==> src/rtl/ss_seq_engine_pkg.sv <==
// Shared types and defaults for the save-state sequencer.
package ss_seq_engine_pkg;

  localparam int unsigned SS_LEN_DEF  = 128;
  localparam int unsigned RD_WAIT_DEF = 2;
  localparam int unsigned M2_HALF_DEF = 2;

  typedef enum logic [3:0] {
    StIdle,
    StSvSet,
    StSvWait,
    StSvPush,
    StLdChk,
    StLdGet,
    StLdSet,
    StLdFall,
    StLdRise,
    StFin
  } ss_state_e;

  // The last slot of every image holds the mapper index.
  function automatic logic [7:0] idx_slot(input int unsigned len);
    return 8'(len - 1);
  endfunction

endpackage

==> src/rtl/ss_m2_gen.sv <==
// Substitute m2 generator: M2_HALF cycles high, then M2_HALF cycles low, while enabled.
module ss_m2_gen #(
  parameter int unsigned M2_HALF = 2
) (
  input  logic clk,
  input  logic rst_n,
  input  logic en,
  output logic m2,
  output logic fall_done,
  output logic rise_done
);

  localparam int unsigned CW = (M2_HALF > 1) ? $clog2(M2_HALF) : 1;

  logic [CW-1:0] cnt_q, cnt_d;
  logic          low_q, low_d;
  logic          last;

  always_comb begin
    last  = (cnt_q == CW'(M2_HALF - 1));
    cnt_d = cnt_q;
    low_d = low_q;
    if (!en) begin
      cnt_d = '0;
      low_d = 1'b0;
    end else if (last) begin
      cnt_d = '0;
      low_d = ~low_q;
    end else begin
      cnt_d = cnt_q + CW'(1);
    end
    m2        = ~low_q;
    fall_done = en & last & ~low_q;
    rise_done = en & last & low_q;
  end

  always_ff @(posedge clk or negedge rst_n) begin
    if (!rst_n) begin
      cnt_q <= '0;
      low_q <= 1'b0;
    end else begin
      cnt_q <= cnt_d;
      low_q <= low_d;
    end
  end

endmodule

==> src/rtl/ss_seq_engine.sv <==
// Save-state sequencer: streams mapper registers out to the host, or replays a
// host image into the mapper after checking that its map_idx matches.
module ss_seq_engine
  import ss_seq_engine_pkg::*;
#(
  parameter int unsigned SS_LEN  = SS_LEN_DEF,
  parameter int unsigned RD_WAIT = RD_WAIT_DEF,
  parameter int unsigned M2_HALF = M2_HALF_DEF
) (
  input  logic       clk,
  input  logic       rst_n,
  input  logic       start_save,
  input  logic       start_load,
  output logic       busy,
  output logic       done,
  output logic       err,
  output logic [7:0] sv_dat,
  output logic       sv_valid,
  input  logic       sv_ready,
  input  logic [7:0] ld_dat,
  input  logic       ld_valid,
  output logic       ld_ready,
  output logic       ss_act,
  output logic       ss_we,
  output logic [7:0] ss_addr,
  output logic [7:0] ss_wdat,
  output logic       ss_m2,
  input  logic [7:0] ss_rdat
);

  localparam int unsigned WW        = $clog2(RD_WAIT + 1);
  localparam logic [7:0]  LAST_SLOT = idx_slot(SS_LEN);
  localparam logic [7:0]  LAST_LD   = 8'(SS_LEN - 2);

  ss_state_e     state_q, state_d;
  logic [7:0]    cnt_q, cnt_d;
  logic [WW-1:0] wait_q, wait_d;
  logic [7:0]    sv_dat_q, sv_dat_d;
  logic [7:0]    live_idx_q, live_idx_d;
  logic [7:0]    wdat_q, wdat_d;
  logic          err_q, err_d;
  logic          m2_en, fall_done, rise_done;

  always_comb begin
    state_d    = state_q;
    cnt_d      = cnt_q;
    wait_d     = wait_q;
    sv_dat_d   = sv_dat_q;
    live_idx_d = live_idx_q;
    wdat_d     = wdat_q;
    err_d      = 1'b0;
    ld_ready   = 1'b0;
    unique case (state_q)
      StIdle: begin
        cnt_d  = '0;
        wait_d = '0;
        if (start_save)      state_d = StSvSet;
        else if (start_load) state_d = StLdChk;
      end
      StSvSet: begin
        wait_d  = '0;
        state_d = StSvWait;
      end
      StSvWait: begin
        if (wait_q == WW'(RD_WAIT - 1)) begin
          sv_dat_d = ss_rdat;
          state_d  = StSvPush;
        end else begin
          wait_d = wait_q + WW'(1);
        end
      end
      StSvPush: begin
        if (sv_ready) begin
          if (cnt_q == LAST_SLOT) begin
            state_d = StFin;
          end else begin
            cnt_d   = cnt_q + 8'd1;
            state_d = StSvSet;
          end
        end
      end
      StLdChk: begin
        // Settle on the index slot, latch the live index, then take the image's index byte.
        if (wait_q != WW'(RD_WAIT)) begin
          wait_d = wait_q + WW'(1);
          if (wait_q == WW'(RD_WAIT - 1)) live_idx_d = ss_rdat;
        end else begin
          ld_ready = ld_valid;
          if (ld_valid) begin
            if (ld_dat != live_idx_q) begin
              err_d   = 1'b1;
              state_d = StIdle;
            end else begin
              state_d = StLdGet;
            end
          end
        end
      end
      StLdGet: begin
        ld_ready = ld_valid;
        if (ld_valid) begin
          wdat_d  = ld_dat;
          state_d = StLdSet;
        end
      end
      StLdSet:  if (fall_done) state_d = StLdFall;
      StLdFall: if (rise_done) state_d = StLdRise;
      StLdRise: begin
        cnt_d   = cnt_q + 8'd1;
        state_d = (cnt_q == LAST_LD) ? StFin : StLdGet;
      end
      StFin: begin
        cnt_d   = '0;
        state_d = StIdle;
      end
      default: state_d = StIdle;
    endcase
  end

  always_ff @(posedge clk or negedge rst_n) begin
    if (!rst_n) begin
      state_q    <= StIdle;
      cnt_q      <= '0;
      wait_q     <= '0;
      sv_dat_q   <= '0;
      live_idx_q <= '0;
      wdat_q     <= '0;
      err_q      <= 1'b0;
    end else begin
      state_q    <= state_d;
      cnt_q      <= cnt_d;
      wait_q     <= wait_d;
      sv_dat_q   <= sv_dat_d;
      live_idx_q <= live_idx_d;
      wdat_q     <= wdat_d;
      err_q      <= err_d;
    end
  end

  always_comb begin
    busy     = (state_q != StIdle);
    done     = (state_q == StFin);
    err      = err_q;
    sv_valid = (state_q == StSvPush);
    sv_dat   = sv_dat_q;
    ss_act   = busy && (state_q != StFin);
    m2_en    = (state_q == StLdSet) || (state_q == StLdFall);
    ss_we    = m2_en;
    ss_wdat  = (m2_en || state_q == StLdRise) ? wdat_q : 8'h00;
    if (state_q == StLdChk) ss_addr = LAST_SLOT;
    else if (ss_act)        ss_addr = cnt_q;
    else                    ss_addr = 8'h00;
  end

  ss_m2_gen #(
    .M2_HALF(M2_HALF)
  ) u_m2_gen (
    .clk      (clk),
    .rst_n    (rst_n),
    .en       (m2_en),
    .m2       (ss_m2),
    .fall_done(fall_done),
    .rise_done(rise_done)
  );

endmodule

==> config.mk <==
export PLATFORM = sky130hd
export DESIGN_NAME = ss_seq_engine
export DESIGN_NICKNAME = d
export VERILOG_FILES = /design/src/rtl/ss_seq_engine_pkg.sv /design/src/rtl/ss_m2_gen.sv /design/src/rtl/ss_seq_engine.sv
export SDC_FILE = /design/constraint.sdc
export NUM_CORES = 1
export LEC_CHECK = 0
export CORE_UTILIZATION = 45
export CTS_CLUSTER_DIAMETER = 60
export DETAILED_ROUTE_END_ITERATION = 8
export PLACE_DENSITY = 0.71
export SLEW_MARGIN = 25
export SYNTH_ARGS = -nofsm -noshare
export SYNTH_HDL_FRONTEND = slang
export SYNTH_SLANG_ARGS = --single-unit
==> constraint.sdc <==
create_clock -name clk -period 4.9 [get_ports clk]
set_input_delay 0.98 -clock clk [delete_from_list [all_inputs] [get_ports clk]]
set_output_delay 0.98 -clock clk [all_outputs]
set_load 0.005 [all_outputs]
# Word-level counts from Yosys, hierarchy flattened
# Cells that the tools add are included.
[word_totals]
regBits = 41
inputBits = 22
out_inout_bits = 32
word_cells = 90
[op_classes]
add_sub_neg = 3
eq_ne = 27
muxes = 32
n_bitwise = 4
reduce_logical = 15
[op_table]
columns = ["op", "count"]
rows = [
  ["two-way mux 4 bit", 11],
  ["two-way mux 8 bit", 5],
  ["one-hot mux 4 bit (9 select lines)", 1],
  ["one-hot mux 8 bit (3 select lines)", 1],
  ["inequality test 2 bit, second input constant", 11],
  ["equality test 4 x 3 -> 1 bit, second input constant", 4],
  ["equality test 8 x 7 -> 1 bit, second input constant", 2],
  ["two-way mux 1 bit", 9],
  ["AND reduction 3 bit", 3],
  ["adder 8 x 1 -> 8 bit, second input constant", 1],
  ["equality test 4 x 2 -> 1 bit, second input constant", 2],
  ["equality test 4 bit, second input constant", 2],
  ["inequality test 8 bit", 1],
  ["AND reduction 8 bit", 1],
  ["one-hot mux 2 bit (3 select lines)", 1],
  ["nonzero test 3 bit", 2],
  ["equality test 4 x 1 -> 1 bit, second input constant", 1],
  ["logical NOT 4 bit", 1],
  ["two-way mux 2 bit", 2],
  ["inequality test 4 bit, second input constant", 1],
  ["AND reduction 2 bit", 2],
  ["nonzero test 4 bit", 1],
  ["OR reduction 2 bit", 2],
  ["bitwise AND 1 bit", 3],
  ["10 further kinds", 11],
]

# Longest topological paths before layout
# Gate-level depths: netlist (run 1).
[logic_depth]
depth_word = 6
depth_mapped = 7
ltp_nobuf = 7

# Hierarchy
# Synthesis (run 1) repeated with hierarchy kept, for this count alone.
[hier_totals]
hier_cells = 223
area_unflattened_um2 = 2242.2
[modules_own_cells]
columns = ["module", "instances", "cells_each", "area_per_inst_um2", "seq_area_each_um2"]
rows = [
  ["ss_seq_engine", 1, 214, 2155.8, 975.9],
  ["ss_m2_gen", 1, 9, 86.3, 50.0],
]

# Worst setup path before layout (run 1)
# No wires, ideal clock.
[synth_timing]
kind = "register -> output"
startpoint = "register state_q[2]"
endpoint = "output port ss_addr[7]"
arrival_ns = 1.386
required_time_ns = 3.920
path_slack_ns = 2.534
stages_incl_launch_ff = 7
n_path_buf = 2
path_cell_list = "dfrtp_1 > buf_4 > nor2_1 > and2_1 > buf_2 > clkinv_1 > and3_1"
[synth_via]
elab_chain_cells = 4
word_cells_on_any_way = 6
cone_classes = "eq/ne (2); mux (2); reduce/logical (2)"
[synth_lines]
columns = ["item", "line", "text"]
rows = [
  ["start: declaration", "ss_seq_engine.sv:35", "ss_state_e state_q, state_d;"],
  ["start signal: assignment", "ss_seq_engine.sv:122", "state_q <= StIdle;"],
  ["start signal: assignment", "ss_seq_engine.sv:130", "state_q <= state_d;"],
  ["inequality test 4 bit or nonzero test 4 bit (tied branches)", "ss_seq_engine.sv:146, ss_seq_engine.sv:141", ""],
  ["logical AND 1 bit *", "ss_seq_engine.sv:146", "ss_act = busy && (state_q != StFin);"],
  ["via ss_act", "ss_seq_engine.sv:23", "output logic ss_act,"],
  ["two-way mux 8 bit *", "ss_seq_engine.sv:151", "else if (ss_act) ss_addr = cnt_q;"],
  ["two-way mux 8 bit *", "ss_seq_engine.sv:150", "if (state_q == StLdChk) ss_addr = LAST_SLOT;"],
  ["end: declaration", "ss_seq_engine.sv:25", "output logic [7:0] ss_addr,"],
]
# Mark *: on every way through the listed nets, which the timed path passes. The rest lies on a longest branch.

# Final worst setup path (run 1)
[layout_timing]
startpoint = "register state_q[3]"
endpoint = "output port ss_wdat[3]"
[layout_via]
elab_chain_cells = 4
word_cells_on_any_way = 6
cone_classes = "eq/ne (3); mux (1); reduce/logical (2)"
[layout_lines]
columns = ["item", "line", "text"]
rows = [
  ["equality test 4 x 3 -> 1 bit", "ss_seq_engine.sv:147", "m2_en = (state_q == StLdSet) || (state_q == StLdFall);"],
  ["logical OR 1 bit", "ss_seq_engine.sv:147", ""],
  ["logical OR 1 bit *", "ss_seq_engine.sv:149", "ss_wdat = (m2_en || state_q == StLdRise) ? wdat_q : 8'h00;"],
  ["two-way mux 8 bit *", "ss_seq_engine.sv:149", ""],
  ["end: declaration", "ss_seq_engine.sv:26", "output logic [7:0] ss_wdat,"],
]
# Every way passes the cells marked *; elsewhere a longest branch is shown, timed or not.

==> results of run 1 <==
==> through the flow <==
step | instances | worst slack (ns) | area [sq um] | utilization (%) | power, mW
2_1_floorplan | 228 | 2.53 | 2270 | - | 1.03
3_3_place_gp | 340 | 1.49 | 2830 | 59.1 | 1.31
3_5_place_dp | 340 | 1.47 | 2830 | 59.1 | 1.33
4_1_cts | 348 | 1.30 | 2950 | 61.6 | 1.62
5_1_grt | 348 | 1.06 | 2950 | 61.7 | 1.73
6_report | 348 | 1.30 | 2950 | 61.7 | 1.60
==> power groups by stage <==
stage          sequential (mW)  clock [mW]  combinational [mW]
6_report                 0.597       0.288               0.719
5_1_grt                  0.619       0.306               0.803
4_1_cts                  0.597       0.295               0.726
3_5_place_dp             0.604           0               0.722
3_3_place_gp             0.596           0               0.711
2_1_floorplan            0.544           0               0.490
==> path summary, 6_finish.rpt <==
check | from | to | slack [ns]
max reg2reg | state_q[0] | cnt_q[6] | 2.69
max in group asynchronous | rst_n | sv_dat[5] | 3.89
min in group asynchronous | rst_n | cnt_q[7] | 0.65
min | u_m2_gen.cnt_q | u_m2_gen.cnt_q | 0.46
max | state_q[3] | ss_wdat[3] | 1.30
min reg2reg | u_m2_gen.cnt_q | u_m2_gen.cnt_q | 0.46
==> cell type report <==
type,count,area [sq um],share of cell area [%]
Clock inverter,2,37.5,1.27
Timing Repair Buffer,53,528,17.9
Inverter,11,41.3,1.40
Multi-Input combinational cell,168,1150,39.0
Clock buffer,6,82.6,2.80
Sequential cell,41,1030,34.8
Tap cell,67,83.8,2.84
==> flip-flops by register name (all words and copies together), names as in the netlist <==
signal / count
live_idx_q: 8
wait_q: 2
sv_dat: 8
u_m2_gen.cnt_q: 1
wdat_q: 8
state_q: 4
err: 1
cnt_q: 8
u_m2_gen.low_q: 1
==> synth_stat cells, types with 2 or more instances <==
cell | number | area share (%)
buf_2 | 3 | 0.66
o21ai_0 | 11 | 2.4
dfrtp_1 | 41 | 45
a21oi_1 | 13 | 2.9
nand4_1 | 3 | 0.83
clkbuf_1 | 2 | 0.33
and3_1 | 3 | 0.83
and2_1 | 4 | 1.1
or4_1 | 2 | 0.66
a21o_1 | 2 | 0.66
nor2_1 | 9 | 1.5
mux2_2 | 24 | 12
or3_1 | 5 | 1.4
nand2b_1 | 3 | 0.83
nand2_1 | 26 | 4.3
buf_4 | 2 | 0.66
o31ai_1 | 3 | 0.99
nor2b_1 | 12 | 3.3
xnor2_1 | 9 | 3.5
ha_1 | 5 | 2.8
nand3_1 | 8 | 1.8
nor3b_1 | 4 | 1.3
a211oi_1 | 2 | 0.66
inv_1 | 10 | 1.7
nor3_1 | 4 | 0.88
o22ai_1 | 2 | 0.55
==> kinds of logic after synthesis <==
kind of cell / count (synthesis) / synth area share [%]
simple gates: 89 / 21.5
compound gates: 40 / 10.7
xor+xnor: 9 / 3.48
buf+inv: 19 / 3.97
mux: 25 / 12.4
fa+ha+maj: 5 / 2.76
flops: 41 / 45.2
==> worst register-to-register path, cell delays in order (launching register included) <==
cell and delay (ns):
dfrtp_1 0.66, nor2b_1 0.23, mux2i_1 0.35, nand3_2 0.26, or4_1 0.46, a21oi_1 0.17
==> routing by layer <==
metal	global-route usage, %	vias to the layer above	share of wire [%]
met5	0	-	0
met4	7.19	0	1.4
met3	4.14	5	4.4
met2	30.2	48	45
met1	28.0	865	49
li1	-	906	-
==> results_dict.tcl, run 1 <==
set metrics [dict create \
    crit_chain "nor2b_1 -> nand2_1 -> inv_1 -> a21oi_1 -> nor2b_1 -> clkdlybuf4s50_1" \
    diodes 0 \
    whs_ns 0.464 \
    syn2layout_area_growth_pct 30.1 \
    gp_congestion 0.856 \
    power_leakage_nw 1.23 \
    fin_setup_tns_ns 0 \
    cp_max_fo 21 \
    cts-root-buf "clkbuf_8" \
    dpl.hpwl_um 3490 \
    synth_area_per_cell_sq_um 9.95 \
    insertion_delay_ns 0.30 \
    combPwrFrac_pct 44.8 \
    ant_nets 0 \
    nets 307 \
    cts_hold_buf 0 \
    cp.arrival_ns 2.62 \
    fp-row-count 25 \
    period_minus_slack_ns 3.60 \
    path_clk_slew_ns 0.08 \
    grt_max_degree 42 \
    yosys.cell_types.count 42 \
    hold_viol 0 \
    synth_edf_count 0 \
    wire_per_inst_um 13.9 \
    die_h_um 73 \
    worst_path_max_delay_cell "dfrtp_1" \
    syn_inst 228 \
    final_common_cell "clkdlybuf4s50_1" \
    drt_iter0_drc 137 \
    cts_made_buffers 5 \
    viasPerCell 5.24 \
    ys_ff_latch 41 \
    hp-class "reg -> reg" \
    path_class "reg -> out" \
    start_util_pct 47.4 \
    finalMaxSlewViolations 0 \
    cts_setup_buffers 0 \
    tightest_slew_ns 0.644 \
    cp-start-kind "flip-flop" \
    max_stage_delay_ns 0.75 \
    setup_viol 0 \
    p_seq_share_pct 37.2 \
    finalWirelength_um 4840 \
    coreArea_sq_mm 0.00479 \
    grt_pass1_wl_um 8060 \
    gr-total-overflow 0 \
    hold_path_depth 1 \
    ioPinCount 54 \
    worstSetupEndpointType "output pin" \
    cp.required_ns 3.92 \
    maxCapViolations 0 \
    power-per-cell-area_mw_per_mm2 543 \
    drive_gt1_share_pct 13.5 \
    num_vias 1824 \
    cp_common_cell "nor2b_1" \
    crit_family "flip-flops" \
    cts_max_level 2 \
    clk_path_buf_depth 2 \
    syn_area_sq_mm 0.00227 \
    skew_ns 0.00809 \
    path_depth 6 \
    status "complete, no violations" \
    postCtsResizedCells 0 \
    yosys_warnings 0 \
    grt_pass1_vias 1668 \
    antenna_found_initial 0 \
    swShare_pct 34.9 \
    power.internal_mw 1.04 \
    final_cell_mix "52 x clkdlybuf4s50_1, 41 x dfrtp_1, 26 x nand2_1, 24 x mux2_2, 13 x a21oi_1" \
    drc 0 \
    fp.dieW_um 73 \
    crit_buf_inv 2 \
    fillerInstances 422 \
    grt_setup_unrepaired "false" \
    cts.sinks 41 \
    io_buffers 53 \
    synthFlopType "dfrtp_1" \
    ys_seq_area_share_pct 45.2 \
    grt.total_usage_pct 19.9 \
    cts_tree "built" \
    relSlewSlack_pct 57.1 \
    r2r_cells 5 \
    syn-num-nets 255 \
    async_flop_share_pct 100 \
    dr.pass1.iters 4 \
    ir_drop_mv 0.269 \
    fin_crit_sh_pct 73.6 \
    p_sw_mw 0.560 \
    clock.fmax_mhz 277 \
    die_area_sq_mm 0.00533 \
    pwr-share-clk_pct 18.0 \
]
Note: power is estimated with default switching activity, not from simulation.
==> run 2, diff against run 1 <==
--- a/config.mk
+++ b/config.mk
@@ -8,7 +8,7 @@
 export CORE_UTILIZATION = 45
 export CTS_CLUSTER_DIAMETER = 60
 export DETAILED_ROUTE_END_ITERATION = 8
-export PLACE_DENSITY = 0.71
+export PLACE_DENSITY = 0.74
 export SLEW_MARGIN = 25
 export SYNTH_ARGS = -nofsm -noshare
 export SYNTH_HDL_FRONTEND = slang
==> constraint.sdc (replaced) <==
create_clock -name clk -period 2.99 [get_ports clk]
set_input_delay 0.598 -clock clk [delete_from_list [all_inputs] [get_ports clk]]
set_output_delay 0.598 -clock clk [all_outputs]
set_load 0.005 [all_outputs]
==> results_dict.tcl, run 2 (synthesized netlist as in run 1, its figures left out) <==
set metrics [dict create \
    dr.pass1.iters 4 \
    cts_made_buffers 5 \
    finalMaxSlewViolations 0 \
    cts.sinks 41 \
    drive_gt1_share_pct 15.7 \
    clk_path_buf_depth 2 \
    status "complete, no violations" \
    gp_congestion 0.879 \
    start_util_pct 47.4 \
    final_cell_mix "52 x clkdlybuf4s50_1, 40 x dfrtp_1, 26 x nand2_1, 24 x mux2_2" \
    grt_setup_unrepaired "false" \
    coreArea_sq_mm 0.00479 \
    antenna_found_initial 0 \
    hold_viol 0 \
    final_common_cell "clkdlybuf4s50_1" \
    skew_ns 0.00778 \
    postCtsResizedCells 0 \
    p_sw_mw 0.956 \
    clock.fmax_mhz 355 \
    power_leakage_nw 1.26 \
    cts_setup_buffers 0 \
    cts-root-buf "clkbuf_8" \
    grt.total_usage_pct 20.6 \
    fin_setup_tns_ns 0 \
    cp.arrival_ns 2.22 \
    gr-total-overflow 0 \
    grt_pass1_wl_um 8400 \
    grt_pass1_vias 1809 \
    die_area_sq_mm 0.00533 \
    power_mw 2.68 \
    cp.required_ns 2.39 \
    io_buffers 53 \
    setup_viol 0 \
    drt_iter0_drc 164 \
    insertion_delay_ns 0.30 \
    syn2layout_area_growth_pct 31.7 \
    dpl.hpwl_um 3740 \
    period_minus_slack_ns 2.82 \
    diodes 0 \
    fin_crit_sh_pct 94.2 \
    nets 312 \
    power.internal_mw 1.72 \
    r2r_cells 5 \
    met2_usage_pct 33.1 \
    pwr-share-clk_pct 17.0 \
    path_class "reg -> out" \
    swShare_pct 35.7 \
    fillerInstances 408 \
    hp-class "in -> async" \
    combPwrFrac_pct 46.8 \
    p_seq_share_pct 36.1 \
    path_clk_slew_ns 0.08 \
    cp-start-kind "flip-flop" \
    worstSetupEndpointType "output pin" \
    power-per-cell-area_mw_per_mm2 897 \
    multi_input_area_sq_mm 0.00116 \
    ant_nets 0 \
    finalWirelength_um 5130 \
    cts_hold_buf 0 \
    seqCellArea_sq_mm 0.00103 \
    die_h_um 73 \
    met1_usage_pct 26.7 \
    tightest_slew_ns 0.527 \
    cts_tree "built" \
    num_vias 1910 \
    fp-row-count 25 \
    ioPinCount 54 \
    cts_max_level 2 \
    fp.dieW_um 73 \
    grt_max_degree 42 \
    cp_max_fo 16 \
    busiest_layer "met2" \
    drc 0 \
    wire_per_inst_um 14.5 \
    ir_drop_mv 0.449 \
    maxCapViolations 0 \
    use_met3_pct 5.80 \
    viasPerCell 5.41 \
    relSlewSlack_pct 64.9 \
]
## run 2: changes by cell type in the layout (fill, tap and decap cells not counted), sizes merged
cell / previous run / this run
buf: 1 / 6
clkbuf: 6 / 5
clkinv: 1 / 2
clkinvlp: 1 / 0
inv: 10 / 11
## run 2: area by class of cell
| type | count | area share [%] |
|---|---|---|
| multi-input cells | 168 | 38.7 |
| flip-flops and latches | 41 | 34.4 |
| repair buffers | 58 | 18.9 |
| well taps | 67 | 2.81 |
| clock buffers | 5 | 2.30 |
| clock inverters | 3 | 1.47 |
| inverters | 11 | 1.38 |
## run 2: critical path: stages (launching register included)
cell             delay, ns
dfrtp_1               0.68
xnor2_1               0.17
and2_1                0.17
clkinv_1              0.22
and3_1                0.26
clkdlybuf4s50_1       0.43
## run 2: worst paths after layout
kind                                        to  slack, ns            from
worst max-delay path                ss_addr[7]       0.17      state_q[0]
worst min-delay path                  cnt_q[4]       0.28           rst_n
worst max register to register        cnt_q[6]       0.78      state_q[0]
worst min register to register  u_m2_gen.cnt_q       0.47  u_m2_gen.cnt_q
max in group asynchronous           state_q[2]       2.32           rst_n
min in group clk                u_m2_gen.cnt_q       0.47  u_m2_gen.cnt_q
## run 2: stage by stage
step                hold slack, ns  setup slack [ns]  cell area, sq um  cells  utilization (%)
finish                       0.277             0.172              2990    353             62.4
global route                 0.308            0.0730              2990    353             62.4
CTS                          0.461           0.00409              2980    353             62.2
global placement             0.464             0.438              2870    345             59.9
detailed placement           0.460             0.340              2870    345             59.9
floorplan                    0.302              1.01              2270    228                -
## run 2: per-layer routing
| metal | wire length [um] | part of all wire, % | vias to the layer above |
|---|---|---|---|
| met5 | 0 | 0 | - |
| met4 | 93 | 1.8 | 0 |
| met3 | 253 | 4.9 | 12 |
| met2 | 2510 | 49 | 47 |
| met1 | 2280 | 44 | 936 |
| li1 | - | - | 915 |
## run 2: power groups by stage
stage / clock network [mW] / logic, mW / registers [mW]
2_1_floorplan: 0 / 0.803 / 0.892
3_5_place_dp: 0 / 1.25 / 0.975
5_1_grt: 0.489 / 1.39 / 0.998
4_1_cts: 0.462 / 1.26 / 0.964
6_report: 0.456 / 1.26 / 0.969
3_3_place_gp: 0 / 1.22 / 0.963
==> run 3, diff against run 2 <==
--- a/config.mk
+++ b/config.mk
@@ -6,7 +6,7 @@
 export NUM_CORES = 1
 export LEC_CHECK = 0
 export CORE_UTILIZATION = 45
-export CTS_CLUSTER_DIAMETER = 60
+export CTS_CLUSTER_DIAMETER = 30
 export DETAILED_ROUTE_END_ITERATION = 8
 export PLACE_DENSITY = 0.74
 export SLEW_MARGIN = 25
==> results of run 3 <==
The final DEF is identical to that of run 2; final timing and power are the same.
